## config.mk

```make
export PLATFORM = sky130hd
export DESIGN_NAME = mcdt_arbiter
export DESIGN_NICKNAME = d
export VERILOG_FILES = /design/src/rtl/mcdt_pkg.sv /design/src/rtl/mcdt_rr_pick.sv /design/src/rtl/mcdt_arbiter.sv
export SDC_FILE = /design/constraint.sdc
export NUM_CORES = 1
export LEC_CHECK = 0
export BUFFER_PORTS_ARGS = -buffer_cell sky130_fd_sc_hd__buf_4
export CAP_MARGIN = 25
export CORE_MARGIN = 2
export CORE_UTILIZATION = 47
export CTS_CLUSTER_DIAMETER = 30
export DETAILED_ROUTE_END_ITERATION = 10
export HOLD_SLACK_MARGIN = 0.15
export PLACE_DENSITY = 0.81
export SLEW_MARGIN = 20
export SYNTH_ARGS = -nofsm -noshare
export SYNTH_HDL_FRONTEND = slang
export SYNTH_SLANG_ARGS = --single-unit
```

## constraint.sdc

```tcl
create_clock -name clk -period 7.1 [get_ports clk]
set_input_delay 1.065 -clock clk [delete_from_list [all_inputs] [get_ports clk]]
set_output_delay 1.065 -clock clk [all_outputs]
set_load 0.05 [all_outputs]
```

## src/rtl/mcdt_pkg.sv

```systemverilog
// Shared types and constants for the MCDT output arbiter and its schedulers.
// ch_wrap folds a 0..4 channel sum back into the 0..2 range.
package mcdt_pkg;

  localparam int CH_NUM = 3;

  typedef logic [1:0] ch_id_t;
  typedef logic [1:0] prio_t;

  typedef enum logic {
    IDLE  = 1'b0,
    BURST = 1'b1
  } arb_state_t;

  function automatic ch_id_t ch_wrap(input logic [2:0] v);
    return (v >= 3'(CH_NUM)) ? ch_id_t'(v - 3'(CH_NUM)) : ch_id_t'(v);
  endfunction

endpackage

```

## src/rtl/mcdt_rr_pick.sv

```systemverilog
// Picks the valid channel with the lowest priority value.
// Ties are searched round-robin, starting at the channel after last_id_i.
module mcdt_rr_pick
  import mcdt_pkg::*;
(
  input  logic [CH_NUM-1:0] val_i,
  input  prio_t             prio_i [CH_NUM],
  input  ch_id_t            last_id_i,
  output logic              any_o,
  output ch_id_t            winner_o
);

  prio_t  best_prio;
  ch_id_t start;
  ch_id_t idx;
  logic   found;

  assign any_o = |val_i;

  always_comb begin
    best_prio = 2'd3;
    for (int i = 0; i < CH_NUM; i++) begin
      if (val_i[i] && (prio_i[i] < best_prio)) best_prio = prio_i[i];
    end

    start    = ch_wrap({1'b0, last_id_i} + 3'd1);
    idx      = '0;
    winner_o = '0;
    found    = 1'b0;
    for (int k = 0; k < CH_NUM; k++) begin
      idx = ch_wrap({1'b0, start} + 3'(k));
      if (!found && val_i[idx] && (prio_i[idx] == best_prio)) begin
        winner_o = idx;
        found    = 1'b1;
      end
    end
  end

endmodule

```

## src/rtl/mcdt_arbiter.sv

```systemverilog
// MCDT output arbiter: grants one slave FIFO at a time and pops up to a
// configured burst from it; popped words appear on mcdt_* one cycle later.
module mcdt_arbiter
  import mcdt_pkg::*;
#(
  parameter int DW        = 32,
  parameter int BURST_MAX = 4
) (
  input  logic          clk,
  input  logic          rstn,
  input  logic [DW-1:0] slv0_data_i,
  input  logic          slv0_val_i,
  output logic          slv0_pop_o,
  input  logic [1:0]    slv0_prio_i,
  input  logic [DW-1:0] slv1_data_i,
  input  logic          slv1_val_i,
  output logic          slv1_pop_o,
  input  logic [1:0]    slv1_prio_i,
  input  logic [DW-1:0] slv2_data_i,
  input  logic          slv2_val_i,
  output logic          slv2_pop_o,
  input  logic [1:0]    slv2_prio_i,
  input  logic [2:0]    cfg_burst_i,
  input  logic          arb_en_i,
  output logic [DW-1:0] mcdt_data_o,
  output logic          mcdt_val_o,
  output logic [1:0]    mcdt_id_o,
  output logic          busy_o
);

  logic [CH_NUM-1:0] val_vec;
  logic [CH_NUM-1:0] pop_vec;
  logic [DW-1:0]     data_arr [CH_NUM];
  prio_t             prio_arr [CH_NUM];

  arb_state_t state_q, state_d;
  ch_id_t     owner_q, owner_d;
  ch_id_t     last_id_q, last_id_d;
  logic [2:0] cnt_q, cnt_d;
  logic [2:0] eff_burst;

  logic   pick_any;
  ch_id_t pick_winner;
  logic   grant;
  logic   pop_any;
  ch_id_t pop_id;

  assign val_vec     = {slv2_val_i, slv1_val_i, slv0_val_i};
  assign data_arr[0] = slv0_data_i;
  assign data_arr[1] = slv1_data_i;
  assign data_arr[2] = slv2_data_i;
  assign prio_arr[0] = slv0_prio_i;
  assign prio_arr[1] = slv1_prio_i;
  assign prio_arr[2] = slv2_prio_i;

  mcdt_rr_pick u_pick (
    .val_i     (val_vec),
    .prio_i    (prio_arr),
    .last_id_i (last_id_q),
    .any_o     (pick_any),
    .winner_o  (pick_winner)
  );

  always_comb begin
    if (cfg_burst_i == 3'd0)                 eff_burst = 3'd1;
    else if (cfg_burst_i > 3'(BURST_MAX))    eff_burst = 3'(BURST_MAX);
    else                                     eff_burst = cfg_burst_i;
  end

  assign grant = (state_q == IDLE) && arb_en_i && pick_any;

  // State register
  always_ff @(posedge clk or posedge rstn) begin
    if (rstn) begin
      state_q   <= IDLE;
      owner_q   <= '0;
      last_id_q <= 2'd2;
      cnt_q     <= '0;
    end else begin
      state_q   <= state_d;
      owner_q   <= owner_d;
      last_id_q <= last_id_d;
      cnt_q     <= cnt_d;
    end
  end

  // Next-state logic; cnt holds the words still owed after the current pop
  always_comb begin
    state_d   = state_q;
    owner_d   = owner_q;
    last_id_d = last_id_q;
    cnt_d     = cnt_q;
    case (state_q)
      IDLE: begin
        if (grant) begin
          owner_d   = pick_winner;
          last_id_d = pick_winner;
          cnt_d     = eff_burst - 3'd1;
          state_d   = (eff_burst == 3'd1) ? IDLE : BURST;
        end
      end
      BURST: begin
        if (val_vec[owner_q]) begin
          cnt_d = cnt_q - 3'd1;
          if (cnt_q == 3'd1) state_d = IDLE;
        end else begin
          cnt_d   = '0;
          state_d = IDLE;
        end
      end
      default: state_d = IDLE;
    endcase
  end

  // Output logic: pops are combinational and suppressed while reset is held
  always_comb begin
    pop_vec = '0;
    pop_any = 1'b0;
    pop_id  = owner_q;
    if (!rstn) begin
      if (grant) begin
        pop_any = 1'b1;
        pop_id  = pick_winner;
      end else if ((state_q == BURST) && val_vec[owner_q]) begin
        pop_any = 1'b1;
      end
      if (pop_any) pop_vec[pop_id] = 1'b1;
    end
  end

  assign slv0_pop_o = pop_vec[0];
  assign slv1_pop_o = pop_vec[1];
  assign slv2_pop_o = pop_vec[2];
  assign busy_o     = (state_q == BURST);

  always_ff @(posedge clk or posedge rstn) begin
    if (rstn) begin
      mcdt_data_o <= '0;
      mcdt_val_o  <= 1'b0;
      mcdt_id_o   <= '0;
    end else begin
      mcdt_val_o  <= pop_any;
      mcdt_data_o <= pop_any ? data_arr[pop_id] : '0;
      if (pop_any) mcdt_id_o <= pop_id;
    end
  end

endmodule

```

==> impl_metrics.json <==
{
  "seq_power_share": 0.246,
  "floorplan.initialDensity": 0.494,
  "most_common_flop_cell_mapped_by_yosys": "dfrtp_1",
  "synth_seq_area_share": 0.340,
  "yosys-top-cells-area": "dfrtp_1 (33%), a22o_1 (18%), a221o_1 (10%)",
  "power_density_nw_per_um2": 335,
  "number_of_library_cell_types_mapped_by_synthesis": 60,
  "design.core.area_um2": 6420,
  "internal_power_w": 0.000757,
  "post-route-util": 0.682,
  "final_nets": 566,
  "cp_data_arrival_time_ps": 5090,
  "synthToLayoutAreaGrowth_pct": 38.2,
  "synth_top_cell_by_area": "dfrtp_1",
  "final.setup.worst_slack_ps": 942,
  "rsz0062_at_grt": "false",
  "total_of_cells_resized_after_clock_tree_synthesis": 0,
  "criticalPathCategory": "in -> out",
  "io-pin-count": 150,
  "leak_pwr_nw": 2.23,
  "dpl_worst_slack_ps": 961,
  "antenna_found_initial": 0,
  "clk_latency_ps": 290,
  "postSynthCellCount": 308,
  "netlist_area_before_placement_um2": 3170,
  "number_of_violations_reported_at_the_end_of_detailed_routing_iteration_0": 135,
  "cts_tree": "built",
  "hp-class": "reg -> reg",
  "crit_path_end_kind": "primary output",
  "timing.critical_path.required_ps": 6030,
  "rr_endpoint": "mcdt_data_o[0]",
  "fp.dieArea_um2": 7420,
  "pwr-share-clk": 0.104,
  "post-synth-top-area-fraction": 0.331,
  "buffer_ports.inserted": 149,
  "ys_seq_elements": 43,
  "clock_path_buffers": 2,
  "route.final.wire_length_mm": 9.73,
  "setup-violations-final": 0,
  "sequential_area_um2": 1080,
  "fp.dieW_um": 86.2,
  "yosysWarnings": 0,
  "path_clk_slew_ps": 80,
  "grt_max_degree": 46,
  "cts.root.buffer_cell": "clkbuf_8",
  "postCtsHoldBufs": 0,
  "syn_nets": 427,
  "status": "finished, final reports clean",
  "synth.avg_cell_area_um2": 10.3,
  "mostFrequentLayoutCells": "buf_4 (156), a22o_1 (65), dfrtp_1 (42), a221o_1 (32), nand2_1 (18)",
  "groute.usage.overall": 0.248,
  "cap_violations": 0,
  "fin_setup_tns_ps": 0,
  "max-slew-margin-rel": 0.532,
  "cts.sinks": 43,
  "cells_on_worst_hold_path": 1,
  "std_cell_rows": 29,
  "crit_path_start_kind": "input port",
  "cts_inserted_buffers": 5,
  "worst-r2r-setup-slack_ps": 3480,
  "tightest_slew_ps": 697,
  "reg2reg_from": "last_id_q[1]",
  "global_route_overflow": 0,
  "final_antenna_net_count": 0,
  "fin_skew_ps": 6.85,
  "via_per_inst": 6.04,
  "holdCritStartpoint": "mcdt_id_o[0]",
  "vias": 3172,
  "p_sw_frac": 0.484,
  "number_of_flops_mapped_to_enable_cells_by_yosys": 0,
  "pwr-share-comb": 0.650,
  "timing.hold.worst_endpoint": "mcdt_id_o[0]",
  "footprint_of_the_multi_input_gates_um2": 1900,
  "fill_cells": 505,
  "vdd.ir_drop.worst_mv": 0.175,
  "htree_num_levels": 2,
  "mostFrequentLayoutCell": "buf_4",
  "antenna_diodes": 0,
  "place_congestion": 0.935,
  "first_global_vias": 2926,
  "final-max-slew-violation-count": 0,
  "post_dp_cell_area_um2": 4280,
  "fmaxAchievable_ghz": 0.162,
  "wl_per_cell_um": 18.5,
  "drc": 0,
  "die_height_um": 86.2,
  "finalHoldViolCount": 0,
  "post_cts_buffers": 0,
  "r2r_cells": 11,
  "fin_crit_ps": 6160,
  "final_cell_area_um2": 4380,
  "firstDrtPassIters": 4,
  "dp_hpwl_mm": 7.13,
  "wire_length_of_the_first_global_routing_pass_mm": 14.8,
  "synth_async_sr_flop_share": 1.00,
  "power_switching_w": 0.000711,
  "final_min_period_over_clock_period": 0.867,
  "drive_above_1_share": 0.408,
  "top_fanout_value_on_the_critical_path": 9
}
[synthesized netlist by cell type, drive strengths merged, types with 7 or more instances]
cell type,count
dfrtp,42
mux2i,10
inv,10
nor2b,7
nor2,11
nand2,18
ha,8
buf,19
a22o,66
a221o,32
o21ai,8
[metrics by stage]
stage                     instances  hold WS [ps]  power (W)
after global routing            525           519    0.00155
final                           525           485    0.00147
after global placement          516           463    0.00130
after CTS                       524           490    0.00147
after floorplan                 308           478    0.00106
after detailed placement        516           470    0.00132
[state kept, by name, indices dropped and copies added (netlist names)]
register	count
mcdt_val_o	1
mcdt_id_o	2
cnt_q	3
busy_o	1
mcdt_data_o	32
last_id_q	2
owner_q	2
[metal layers]
metal	wire, µm	up-vias	share of wire	track usage
met2	4830	131	0.50	0.408
met1	4070	1512	0.42	0.339
met4	146	0	0.015	0.0664
met5	0	-	0	0
met3	674	12	0.069	0.0385
li1	-	1517	-	-
[worst max path at each step]
stage / startpoint / end / slack (ps) / cells past startpoint
finish: slv0_val_i / slv0_pop_o / 940 / 17
floorplan: slv0_val_i / slv0_pop_o / 1220 / 16
detailed placement: slv0_val_i / slv0_pop_o / 960 / 17
CTS: slv0_val_i / slv0_pop_o / 970 / 17
global placement: slv0_val_i / slv0_pop_o / 1120 / 17
global route: slv0_val_i / slv0_pop_o / 730 / 17
[cell type report]
class	instances	area share
inverter	10	0.00856
tap	77	0.0220
clock inverter	2	0.00285
sequential	43	0.246
multi-input combinational	230	0.432
timing repair buffer	157	0.272
clock buffer	6	0.0166
[critical path, cell delays in order]
cell and delay, ps:
buf_4 140, nor2b_1 160, ha_1 210, nand2b_1 210, a21o_1 200, a22o_1 260, ha_1 330, and4bb_2 260
a2111oi_4 430, a221oi_2 130, or3_4 420, a211oi_4 380, nor2_2 110, a21oi_2 250, and2_1 180, and3_1 160
buf_4 190
[power groups by stage]
| stage | clock (W) | combinational, W | sequential (W) |
|---|---|---|---|
| 5_1_grt | 0.000168 | 0.00101 | 0.000370 |
| 3_3_place_gp | 0 | 0.000939 | 0.000364 |
| 4_1_cts | 0.000158 | 0.000952 | 0.000361 |
| 3_5_place_dp | 0 | 0.000949 | 0.000366 |
| 2_1_floorplan | 0 | 0.000474 | 0.000587 |
| 6_report | 0.000153 | 0.000955 | 0.000361 |
[kinds of logic (layout without fill, tap and decap cells)]
group                      Yosys count  count (layout)  synth area share
AOI/OAI and AO/OA                  142             142             0.398
adders and majority gates            8               8            0.0316
and+or+nand+nor                     65              65             0.120
muxes                               12              12            0.0387
DFF                                 43              43             0.340
xor gates and xnor gates             3               3           0.00829
buffers and inverters               35             175            0.0635
Power figures use the tool's default switching activity.
